### src/rtl/line_raster_engine_if.sv
// rtl/line_raster_engine_if.sv - command and pixel handshake bundle for line_raster_engine
// master: drives commands, takes pixels. slave: the engine.
interface line_raster_engine_if #(
    parameter int COORD_W = 12
);
    logic               cmd_valid;
    logic               cmd_ready;
    logic [COORD_W-1:0] cmd_x0;
    logic [COORD_W-1:0] cmd_y0;
    logic [COORD_W-1:0] cmd_x1;
    logic [COORD_W-1:0] cmd_y1;
    logic               pix_valid;
    logic               pix_ready;
    logic [COORD_W-1:0] pix_x;
    logic [COORD_W-1:0] pix_y;
    logic               pix_last;

    modport master (
        output cmd_valid, cmd_x0, cmd_y0, cmd_x1, cmd_y1, pix_ready,
        input  cmd_ready, pix_valid, pix_x, pix_y, pix_last
    );

    modport slave (
        input  cmd_valid, cmd_x0, cmd_y0, cmd_x1, cmd_y1, pix_ready,
        output cmd_ready, pix_valid, pix_x, pix_y, pix_last
    );
endinterface

### src/rtl/line_raster_engine.sv
// rtl/line_raster_engine.sv - Bresenham line rasteriser emitting one pixel per handshake
// Ports: vga_clk (clock), rst (sync, active high), bus (slave: cmd_* in, pix_* out),
// line_done (pulse after the endpoint retires), busy (not IDLE).
// Optional macro LINE_RASTER_CLIP_EN: pixels outside H_RES x V_RES are stepped but not emitted.
module line_raster_engine #(
    parameter int COORD_W = 12,
    parameter int H_RES   = 640,
    parameter int V_RES   = 480
) (
    input  logic                vga_clk,
    input  logic                rst,
    line_raster_engine_if.slave bus,
    output logic                line_done,
    output logic                busy
);
    localparam int EW = COORD_W + 2;
    localparam logic [COORD_W-1:0] ONE = {{(COORD_W-1){1'b0}}, 1'b1};

    typedef enum logic [1:0] {IDLE, SETUP, RUN} state_t;

    state_t               state_q, state_d;
    logic [COORD_W-1:0]   x0_q, x0_d, y0_q, y0_d, x1_q, x1_d, y1_q, y1_d;
    logic [COORD_W-1:0]   cx_q, cx_d, cy_q, cy_d;
    logic signed [EW-1:0] dx_q, dx_d, dy_q, dy_d, err_q, err_d;
    logic                 sx_neg_q, sx_neg_d, sy_neg_q, sy_neg_d;
    logic                 pend_q, pend_d, end_q, end_d;
    logic                 pix_valid_q, pix_valid_d, pix_last_q, pix_last_d;
    logic                 line_done_q, line_done_d;

    logic signed [EW:0]   e2, dx_w, dy_w;
    logic signed [EW-1:0] step_err;
    logic [COORD_W-1:0]   step_x, step_y, ld_x, ld_y, adx, ady;
    logic                 ld_end, ld_vis, in_win, retire;

    // One Bresenham step from the current point (cx_q, cy_q).
    always_comb begin
        e2       = {err_q, 1'b0};
        dx_w     = {dx_q[EW-1], dx_q};
        dy_w     = {dy_q[EW-1], dy_q};
        step_err = err_q;
        step_x   = cx_q;
        step_y   = cy_q;
        if (e2 >= dy_w) begin
            step_err = step_err + dy_q;
            step_x   = sx_neg_q ? cx_q - ONE : cx_q + ONE;
        end
        if (e2 <= dx_w) begin
            step_err = step_err + dx_q;
            step_y   = sy_neg_q ? cy_q - ONE : cy_q + ONE;
        end
    end

    assign adx = (x1_q >= x0_q) ? x1_q - x0_q : x0_q - x1_q;
    assign ady = (y1_q >= y0_q) ? y1_q - y0_q : y0_q - y1_q;

    // A pending point that is not shown retires without waiting for the consumer.
    assign retire = pend_q && (bus.pix_ready || !pix_valid_q);

    // First RUN cycle presents the start point; later loads present the stepped point.
    assign ld_x   = pend_q ? step_x : cx_q;
    assign ld_y   = pend_q ? step_y : cy_q;
    assign ld_end = (ld_x == x1_q) && (ld_y == y1_q);
    assign in_win = ({{(32-COORD_W){1'b0}}, ld_x} < $unsigned(H_RES)) &&
                    ({{(32-COORD_W){1'b0}}, ld_y} < $unsigned(V_RES));
`ifdef LINE_RASTER_CLIP_EN
    assign ld_vis = in_win;
`else
    assign ld_vis = 1'b1 | in_win;  // window has no effect without clipping
`endif

    always_comb begin
        state_d     = state_q;
        x0_d        = x0_q;
        y0_d        = y0_q;
        x1_d        = x1_q;
        y1_d        = y1_q;
        cx_d        = cx_q;
        cy_d        = cy_q;
        dx_d        = dx_q;
        dy_d        = dy_q;
        err_d       = err_q;
        sx_neg_d    = sx_neg_q;
        sy_neg_d    = sy_neg_q;
        pend_d      = pend_q;
        end_d       = end_q;
        pix_valid_d = pix_valid_q;
        pix_last_d  = pix_last_q;
        line_done_d = 1'b0;
        case (state_q)
            IDLE: begin
                if (bus.cmd_valid) begin
                    x0_d    = bus.cmd_x0;
                    y0_d    = bus.cmd_y0;
                    x1_d    = bus.cmd_x1;
                    y1_d    = bus.cmd_y1;
                    state_d = SETUP;
                end
            end
            SETUP: begin
                dx_d     = $signed({2'b00, adx});
                dy_d     = -$signed({2'b00, ady});
                err_d    = $signed({2'b00, adx}) - $signed({2'b00, ady});
                sx_neg_d = x1_q < x0_q;
                sy_neg_d = y1_q < y0_q;
                cx_d     = x0_q;
                cy_d     = y0_q;
                pend_d   = 1'b0;
                state_d  = RUN;
            end
            RUN: begin
                if (!pend_q || retire) begin
                    if (pend_q && end_q) begin
                        pend_d      = 1'b0;
                        pix_valid_d = 1'b0;
                        pix_last_d  = 1'b0;
                        line_done_d = 1'b1;
                        state_d     = IDLE;
                    end else begin
                        if (pend_q) begin
                            cx_d  = step_x;
                            cy_d  = step_y;
                            err_d = step_err;
                        end
                        pend_d      = 1'b1;
                        end_d       = ld_end;
                        pix_valid_d = ld_vis;
                        pix_last_d  = ld_end && ld_vis;
                    end
                end
            end
            default: state_d = IDLE;
        endcase
    end

    always_ff @(posedge vga_clk) begin
        if (rst) begin
            state_q     <= IDLE;
            x0_q        <= '0;
            y0_q        <= '0;
            x1_q        <= '0;
            y1_q        <= '0;
            cx_q        <= '0;
            cy_q        <= '0;
            dx_q        <= '0;
            dy_q        <= '0;
            err_q       <= '0;
            sx_neg_q    <= 1'b0;
            sy_neg_q    <= 1'b0;
            pend_q      <= 1'b0;
            end_q       <= 1'b0;
            pix_valid_q <= 1'b0;
            pix_last_q  <= 1'b0;
            line_done_q <= 1'b0;
        end else begin
            state_q     <= state_d;
            x0_q        <= x0_d;
            y0_q        <= y0_d;
            x1_q        <= x1_d;
            y1_q        <= y1_d;
            cx_q        <= cx_d;
            cy_q        <= cy_d;
            dx_q        <= dx_d;
            dy_q        <= dy_d;
            err_q       <= err_d;
            sx_neg_q    <= sx_neg_d;
            sy_neg_q    <= sy_neg_d;
            pend_q      <= pend_d;
            end_q       <= end_d;
            pix_valid_q <= pix_valid_d;
            pix_last_q  <= pix_last_d;
            line_done_q <= line_done_d;
        end
    end

    assign bus.cmd_ready = (state_q == IDLE);
    assign busy          = (state_q != IDLE);
    assign bus.pix_valid = pix_valid_q;
    assign bus.pix_x     = cx_q;
    assign bus.pix_y     = cy_q;
    assign bus.pix_last  = pix_last_q;
    assign line_done     = line_done_q;
endmodule

### src/flat_wrapper.sv
// flat-port wrapper written by rule: the top's interface ports become plain ports
module line_raster_engine_flat 
#(
    parameter int COORD_W = 12,
    parameter int H_RES   = 640,
    parameter int V_RES   = 480
)
  (vga_clk, rst, line_done, busy, bus_cmd_valid, bus_cmd_x0, bus_cmd_y0, bus_cmd_x1, bus_cmd_y1, bus_pix_ready, bus_cmd_ready, bus_pix_valid, bus_pix_x, bus_pix_y, bus_pix_last);
  line_raster_engine_if #(.COORD_W(COORD_W)) bus_i ();
  input  logic vga_clk;
  input  logic rst;
  output logic line_done;
  output logic busy;
  input wire logic [$bits(bus_i.cmd_valid)-1:0] bus_cmd_valid;
  input wire logic [$bits(bus_i.cmd_x0)-1:0] bus_cmd_x0;
  input wire logic [$bits(bus_i.cmd_y0)-1:0] bus_cmd_y0;
  input wire logic [$bits(bus_i.cmd_x1)-1:0] bus_cmd_x1;
  input wire logic [$bits(bus_i.cmd_y1)-1:0] bus_cmd_y1;
  input wire logic [$bits(bus_i.pix_ready)-1:0] bus_pix_ready;
  output wire logic [$bits(bus_i.cmd_ready)-1:0] bus_cmd_ready;
  output wire logic [$bits(bus_i.pix_valid)-1:0] bus_pix_valid;
  output wire logic [$bits(bus_i.pix_x)-1:0] bus_pix_x;
  output wire logic [$bits(bus_i.pix_y)-1:0] bus_pix_y;
  output wire logic [$bits(bus_i.pix_last)-1:0] bus_pix_last;
  assign bus_i.cmd_valid = bus_cmd_valid;
  assign bus_i.cmd_x0 = bus_cmd_x0;
  assign bus_i.cmd_y0 = bus_cmd_y0;
  assign bus_i.cmd_x1 = bus_cmd_x1;
  assign bus_i.cmd_y1 = bus_cmd_y1;
  assign bus_i.pix_ready = bus_pix_ready;
  assign bus_cmd_ready = bus_i.cmd_ready;
  assign bus_pix_valid = bus_i.pix_valid;
  assign bus_pix_x = bus_i.pix_x;
  assign bus_pix_y = bus_i.pix_y;
  assign bus_pix_last = bus_i.pix_last;
  line_raster_engine #(.COORD_W(COORD_W), .H_RES(H_RES), .V_RES(V_RES)) u_core (.vga_clk(vga_clk), .rst(rst), .bus(bus_i), .line_done(line_done), .busy(busy));
endmodule
### config.mk
export PLATFORM = sky130hd
export DESIGN_NAME = line_raster_engine_flat
export DESIGN_NICKNAME = d
export VERILOG_FILES = /design/src/rtl/line_raster_engine_if.sv /design/src/rtl/line_raster_engine.sv /design/src/flat_wrapper.sv
export SDC_FILE = /design/constraint.sdc
export NUM_CORES = 1
export LEC_CHECK = 0
export ABC_AREA = 1
export ABC_CLOCK_PERIOD_IN_PS = 11400
export BUFFER_PORTS_ARGS = -buffer_cell sky130_fd_sc_hd__buf_4
export CORE_MARGIN = 2
export CORE_UTILIZATION = 35
export DETAILED_ROUTE_END_ITERATION = 6
export PLACE_DENSITY_LB_ADDON = 0.08
export SYNTH_ARGS = -nofsm -noshare
export SYNTH_HDL_FRONTEND = slang
export SYNTH_SLANG_ARGS = --single-unit
### constraint.sdc
create_clock -name vga_clk -period 11.4 [get_ports vga_clk]
set_input_delay 2.85 -clock vga_clk [delete_from_list [all_inputs] [get_ports vga_clk]]
set_output_delay 2.85 -clock vga_clk [all_outputs]
set_load 0.01 [all_outputs]
# Yosys cells after proc, flatten, opt, wreduce, memory -nomap -nowiden

Cells that the tools add are included.

Memories kept: 0
ROM bits: 0
Bits in latches: 0
Bits in writable memories: 0
Bits of input ports: 52
Output and inout bits: 29
Word-level logic and storage cells: 94
Register bits after elaboration: 121

$add $sub $neg: 12
Shift operators: 0
Div/mod/pow operators: 0
Multiplexer cells: 29
$mul: 0
Eq/ne operators: 9
Magnitude comparators: 6
Reductions and logical operators: 18
Bitwise gates (word level): 3

Operators with widths:

| kind                                                   | count |
|---|---|
| 2-to-1 mux 12 bit                                      | 12 |
| 2-to-1 mux 14 bit                                      | 5 |
| one-hot mux 12 bit (2 select lines)                    | 2 |
| subtractor 12 bit                                      | 4 |
| one-hot mux 14 bit (2 select lines)                    | 1 |
| adder 12 x 1 -> 12 bit (second input constant)         | 2 |
| == test 12 bit                                         | 2 |
| >= comparator 12 bit                                   | 2 |
| less-than comparator 12 bit                            | 2 |
| subtractor 12 x 1 -> 12 bit (second input constant)    | 2 |
| >= comparator 15 x 14 -> 1 bit                         | 1 |
| less-or-equal comparator 15 x 13 -> 1 bit              | 1 |
| adder 14 x 13 -> 14 bit                                | 1 |
| adder 14 bit                                           | 1 |
| negator 12 -> 14 bit                                   | 1 |
| subtractor 12 x 12 -> 13 bit                           | 1 |
| AND reduction 3 bit                                    | 3 |
| 2-to-1 mux 2 bit                                       | 3 |
| inequality test 2 x 1 -> 1 bit (second input constant) | 3 |
| one-hot mux 2 bit (3 select lines)                     | 1 |
| AND reduction 2 bit                                    | 3 |
| 2-to-1 mux 1 bit                                       | 4 |
| inequality test 2 bit (second input constant)          | 2 |
| AND reduction 4 bit                                    | 1 |
| 10 further kinds                                       | 17 |

# Logic depth before layout (Yosys ltp)

Gate-level depths: netlist of run 1.

Depth in word-level cells: 8
Mapped depth: 31
Depth with buffers taken out: 30

# Worst setup path before layout of run 1

Ideal clock, no wire load.

Path kind: input -> register
Start: input port bus_pix_ready
End: register u_core.cx_q[10] (netlist: u_core.bus.pix_x[10])
Buffers on the path: 1
Cell stages on the path: 9
Data required time: 11268 ps
Setup time: 132 ps
Setup slack: 7306 ps
Data arrival time: 3961 ps
Path through: nor2_1 > inv_1 > o21ai_0 > nor2_1 > inv_1 > clkbuf_1 > a21oi_1 > o21ai_0 > a21oi_1

Cells in the longest elaborated chain, start to end: 5

RTL lines:

| what                                            | line                      | RTL |
|---|---|---|
| from (decl)                                     | flat_wrapper.sv:19        | `input wire logic [$bits(bus_i.pix_ready)-1:0] bus_pix_ready;` |
| logical OR 1 bit                                | line_raster_engine.sv:57  | `assign retire = pend_q && (bus.pix_ready \|\| !pix_valid_q);` |
| logical AND 1 bit                               | line_raster_engine.sv:57  |  |
| logical OR 1 bit                                | line_raster_engine.sv:111 | `if (!pend_q \|\| retire) begin` |
| inequality test 2 x 1 -> 1 bit (no source line) | --                        |  |
| AND reduction 3 bit (no source line)            | --                        |  |
| to (signal assigned)                            | line_raster_engine.sv:142 | `cx_q <= '0;` |
| to (signal assigned)                            | line_raster_engine.sv:160 | `cx_q <= cx_d;` |
| to (decl)                                       | line_raster_engine.sv:23  | `logic [COORD_W-1:0] cx_q, cx_d, cy_q, cy_d;` |

Every way passes these cells.
A chain may end at the register's enable or synchronous reset.

# Worst setup path in the final report of run 1

Start: input port bus_pix_ready
End: register u_core.cy_q[8] (netlist: u_core.bus.pix_y[8])

Cells in the longest elaborated chain, start to end: 5

RTL lines:

| what                                            | line                      | RTL |
|---|---|---|
| logical OR 1 bit                                | line_raster_engine.sv:57  |  |
| logical AND 1 bit                               | line_raster_engine.sv:57  |  |
| logical OR 1 bit                                | line_raster_engine.sv:111 |  |
| inequality test 2 x 1 -> 1 bit (no source line) | --                        |  |
| AND reduction 3 bit (no source line)            | --                        |  |
| to (signal assigned)                            | line_raster_engine.sv:161 | `cy_q <= cy_d;` |
| to (decl)                                       | line_raster_engine.sv:23  |  |

Every way passes these cells.

==> results.toml, run 1 <==
[yosys]
postSynthCellCount = 1791
ys_top_cells_by_area = "dfxtp_1 21%, ha_1 15%, nand2_1 13%, a21oi_1 10%, inv_1 7.9%"
syn_nets = 1987
post-synth-top-area-cell = "dfxtp_1"
synth_top_flop_cell = "dfxtp_1"
synth_cell_types = 52
synthArstFlopShare_pct = 0
synth_edf_count = 0
synth_seq_cells = 121
yosysSeqAreaShare_pct = 21.0
synth_area_um2 = 11500
post_synth.cell_area_avg_um2 = 6.43
netlist.area_leader.share_pct = 21.0
synth.yosys.warnings = 0

[sta]
final_max_slew_viol_count = 0
final_count_of_negative_setup_slack_endpoints = 0
fin_setup_tns_ps = 0
clock.fmax_mhz = 216
timing_hold_violations_final = 0
tightest_slew_ps = 897
clock-skew-final_ps = 12.1
setup_repair_after_global_routing_missed_its_margin = "false"
final.period_utilization_pct = 40.6
timing.slew.headroom_pct = 40.2
finalWorstPathRequiredPeriod_ps = 4630

[routing]
avgRoutedWirePerCell_um = 16.1
total_wire_length_after_detailed_routing_mm = 37.0
first_pass_iters = 5
detailedRoute.firstIterationViolations = 799
remaining_drc_errors = 0
detail-route-antenna-nets = 0
routed-via-count = 11542
avgViaCountPerCell = 5.04

[clocking]
tritoncts_clock_tree = "yes"
inserted_clock_buffers = 17
clkLatencyLatePin_ps = 430
post-cts-setup-buffers = 0
holdBufCountCts = 0
cts_resized = 0
cts.reportedPaths.clkPinSlew_ps = 50
cts.sink_count = 121
cts_max_path_buffers = 2
htree_levels = 4
clock_root_buffer = "clkbuf_16"

[status]
outcome = "finished clean"

[worst_hold_path]
worst_hold_path_type = "flip-flop to flip-flop"

[global_route]
antenna_found_initial = 0
grt_max_degree = 97
grt_pass1_vias = 11021
globalRouteTotalUtil_pct = 21.9
grt_overflow = 0
global_route_wire_length_before_repair_mm = 58.5

[worst_setup_path]
timing.critical_path.arrival_ps = 4990
critical_path.top_delay_family = "buffers and inverters"
critPathLaunchType = "input pin"
critical-path-slowest-cell = "nor2_1"
path_cells = "buf_4, nor2_1, inv_1, o21ai_0, nor2_1, inv_1, buf_4, a21oi_1, o21ai_0, a21oi_1"
critical-path-max-stage-delay_ps = 590
cp-end-kind = "flip-flop"
crit_buf_inv = 4
cp.required_ps = 11760
timing_worst_setup_path_type = "input pin to flip-flop"
cp_max_fo = 21

[floorplan]
placeableCoreArea_um2 = 32500
die_x_um = 185
chipHeight_um = 185
fp-row-count = 66
io_pins = 81
floorplan.initialDensity_pct = 35.5
die_area_um2 = 34400

[place]
place.detailed.hpwl_mm = 29.3
last_weighted_congestion_value_of_the_routability_driven_placer = 0.858
io_buffers = 80

[job]
max_cap_violations = 0

[cells_and_area]
area.growth.synth_to_final_pct = 13.4
layout.nets = 2031
layout.filler_cells = 3577
final_layout_size_suffix_gt1_share_pct = 8.50
num_antenna_cells = 0
## worst register-to-register path, delay by kind of cell, from the launching register on
kind | cells | cell delay, ps
AOI/OAI and AO/OA | 7 | 1440
and+or+nand+nor | 12 | 1130
adders and majority gates | 3 | 940
buffers and inverters | 5 | 360
DFF | 1 | 330
xor gates and xnor gates | 1 | 300
## registers in the layout, indices dropped and copies added (netlist names), 12 cells and up
signal,count
u_core.dy_q,14
u_core.err_q,14
u_core.bus.pix_x,12
u_core.bus.pix_y,12
u_core.dx_q,12
u_core.x0_q,12
u_core.x1_q,12
u_core.y0_q,12
u_core.y1_q,12
## final timing paths
kind / from / to / slack (ps) / cells past startpoint
worst max-delay path: bus_pix_ready / u_core.bus.pix_y[8] / 6770 / 10
worst min-delay path: u_core.dy_q[13] / u_core.dy_q[13] / 490 / 2
worst max register to register: u_core.x1_q[0] / u_core.err_q[11] / 6840 / 28
worst min register to register: u_core.dy_q[13] / u_core.dy_q[13] / 490 / 2
## layout by cell type (no fill, tap or decap), drive strengths merged
master	count
a211o	1
a21boi	4
a21o	6
a21oi	232
a221oi	3
a22oi	2
a31oi	15
and2	1
buf	89
bufinv	3
clkbuf	22
clkinv	5
clkinvlp	2
dfxtp	121
fa	9
ha	135
inv	245
mux2	1
mux2i	2
nand2	425
nand3	110
nand3b	13
nand4	12
nor2	99
nor3	7
nor3b	2
nor4	1
o2111ai	6
o211ai	11
o21ai	183
o21bai	7
o22ai	1
o31ai	2
or2	7
xnor2	19
xor2	45
## cells in the mapped netlist (all sizes together) (13+ instances only)
cell type	number
buf	17
dfxtp	121
o21ai	183
nand3	110
nand2	425
inv	244
ha	135
a31oi	15
a21oi	232
clkbuf	47
nor2	99
xnor2	19
xor2	45
nand3b	13
## per-layer routing
layer / vias up / share of wire (%) / GRT usage (%)
li1: 6013 / - / -
met2: 215 / 46 / 36.9
met3: 45 / 3.5 / 2.62
met1: 5269 / 48 / 29.3
met4: 0 / 1.9 / 6.41
met5: - / 0 / 0
## layout make-up
type	count	area, µm²	share of cell area [%]
multi-input cells	1361	7880	60.3
flip-flops and latches	121	2420	18.6
inverters	245	920	7.04
repair buffers	89	668	5.12
well taps	442	553	4.24
clock buffers	22	474	3.63
clock inverters	10	141	1.08
## through the flow
stage	cells	cell area (µm²)	hold slack (ps)	setup slack (ps)	utilization [%]
6_report	2290	13100	486	6770	40.2
4_1_cts	2290	13100	484	6730	40.2
5_1_grt	2290	13100	516	6230	40.2
3_3_place_gp	2258	12400	465	6400	38.3
2_1_floorplan	1791	11500	448	7310	-
3_5_place_dp	2258	12400	477	6280	38.3
## cell families (layout without fill, tap and decap cells)
logic type | Yosys count | after routing | synth area share [%]
AO/OA/AOI/OAI | 473 | 473 | 21.9
XOR/XNOR | 64 | 64 | 4.87
flip-flops | 121 | 121 | 21.0
adder cells (fa/ha/maj) | 144 | 144 | 16.2
multiplexers | 3 | 3 | 0.272
buffers and inverters | 309 | 366 | 10.6
AND/OR/NAND/NOR | 677 | 677 | 25.1
Power of run 1 is left out: the tool's default activity adds up to more than one toggle a clock period on the data nets, which glitch-free logic cannot reach.
==> run 2, diff against run 1 <==
ABC_CLOCK_PERIOD_IN_PS = 4000   (was 11400)
clock period = 4 ns   (was 11.4 ns; I/O delays follow)
==> results.toml, run 2 (synthesis results as in run 1) <==
[cells_and_area]
layout_commonest_cell = "nand2_1"
register_area_um2 = 2420
final_layout_size_suffix_gt1_share_pct = 16.3
commonest_cells_after_routing_fill_and_taps_aside = "407 x nand2_1, 237 x inv_1, 222 x a21oi_1, 204 x buf_4, 146 x o21ai_0"
area.growth.synth_to_final_pct = 23.3
num_antenna_cells = 0
top_regs = "u_core.dy_q: 14 flops, u_core.err_q: 14 flops"
instances_no_fill = 2406
multi_input_area_um2 = 8120
layout.nets = 2147
layout.filler_cells = 3498

[worst_setup_path]
critical-path-max-stage-delay_ps = 360
timing.critical_path.arrival_ps = 4120
critical-path-slowest-cell = "fa_2"
cp-end-kind = "flip-flop"
critPathLaunchType = "flip-flop"
cp_max_fo = 8
logic_depth_of_the_worst_register_to_register_path = 30
rr_endpoint = "u_core.err_q[12]"
critical_path.most_common_cell = "nand2_1"
cp.required_ps = 4370
worst_r2r_startpoint = "u_core.x1_q[0]"
worst-r2r-setup-slack_ps = 250
timing_worst_setup_path_type = "flip-flop to flip-flop"

[global_route]
grt_overflow = 0
global_route_wire_length_before_repair_mm = 60.8
grt_max_degree = 43
grt_pass1_vias = 11364
globalRouteTotalUtil_pct = 22.8
antenna_found_initial = 0

[clocking]
cts.sink_count = 121
inserted_clock_buffers = 17
htree_levels = 4
clkLatencyLatePin_ps = 430
cts_max_path_buffers = 2
cts.reportedPaths.clkPinSlew_ps = 70
clock_root_buffer = "clkbuf_16"
holdBufCountCts = 0
tritoncts_clock_tree = "yes"

[sta]
setup_repair_after_global_routing_missed_its_margin = "true"
tightest_slew_ps = 953
timing.slew.headroom_pct = 36.2
clock-skew-final_ps = 19.6
timing_hold_violations_final = 0
final_count_of_negative_setup_slack_endpoints = 0
finalWorstPathRequiredPeriod_ps = 3750
final_max_slew_viol_count = 0
clock.fmax_mhz = 266
final.period_utilization_pct = 93.9

[place]
io_buffers = 80
place.detailed.hpwl_mm = 31.2
place_inst = 2358
last_weighted_congestion_value_of_the_routability_driven_placer = 0.833

[worst_hold_path]
worst_hold_path_type = "flip-flop to flip-flop"
holdPathEnd = "u_core.dy_q[13]"
hold_path_startpoint = "u_core.dy_q[13]"
worst_hold_path.num_cells = 2

[routing]
detail-route-antenna-nets = 0
remaining_drc_errors = 0
detailedRoute.firstIterationViolations = 591
routed-via-count = 11943
total_wire_length_after_detailed_routing_mm = 39.0
avgViaCountPerCell = 4.96
avgRoutedWirePerCell_um = 16.2
first_pass_iters = 5

[floorplan]
die_area_um2 = 34400
die_x_um = 185
fp-row-count = 66
io_pins = 81
placeableCoreArea_um2 = 32500
floorplan.initialDensity_pct = 35.5
chipHeight_um = 185

[status]
outcome = "finished clean"

[job]
max_cap_violations = 0
[run 2: area by class of cell]
class,instances,share of cell area (%)
Clock inverter,12,1.39
Clock buffer,20,3.07
Tap cell,442,3.89
Multi-Input combinational cell,1361,57.2
Timing Repair Buffer,205,10.9
Inverter,245,6.53
Sequential cell,121,17.1
[run 2: routing by layer]
layer / global-route usage (%) / routed length [µm] / vias to the layer above / part of all wire (%)
li1: - / - / 6254 / -
met1: 30.2 / 18700 / 5483 / 48
met2: 39.2 / 18500 / 178 / 47
met3: 2.56 / 1110 / 28 / 2.8
met4: 5.94 / 675 / 0 / 1.7
met5: 0 / 0 / - / 0
[run 2: timing repair]
action | CTS | global route
gates cloned | 0 | 0
endpoints found under the setup margin | 4 | 8
buffers inserted | 0 | 16
resized for setup | 4 | 74
pin swaps | 0 | 25
[run 2: worst max-delay path: cells and delay by family, from the launching register on]
| family | cells | cell delay [ps] |
|---|---|---|
| AO/OA/AOI/OAI | 6 | 870 |
| multiplexers | 1 | 180 |
| buffers and inverters | 5 | 420 |
| flip-flops | 1 | 320 |
| AND/OR/NAND/NOR | 14 | 940 |
| adder cells (fa/ha/maj) | 3 | 720 |
| XOR/XNOR | 1 | 210 |
[run 2: per-stage QoR]
stage	area (µm²)	setup TNS (ps)	utilization, %	hold slack (ps)	worst slack (ps)
5_1_grt	14200	-157	43.8	516	-65.2
6_report	14200	0	43.8	483	245
4_1_cts	13800	0	42.6	486	37.3
3_5_place_dp	13200	-223	40.7	473	-104
3_3_place_gp	13200	-66.8	40.7	468	-35.2
2_1_floorplan	11500	0	-	448	218
[run 2: worst max path at each step]
stage	from	end	slack (ps)
6_report	u_core.x1_q[0]	u_core.err_q[12]	250
5_1_grt	u_core.x1_q[0]	u_core.err_q[12]	-70
4_1_cts	u_core.x1_q[0]	u_core.err_q[13]	40
3_5_place_dp	u_core.y1_q[0]	u_core.err_q[11]	-100
3_3_place_gp	u_core.y1_q[0]	u_core.err_q[11]	-40
2_1_floorplan	u_core.x1_q[0]	u_core.err_q[11]	220
Power of run 2 is left out for the same reason.
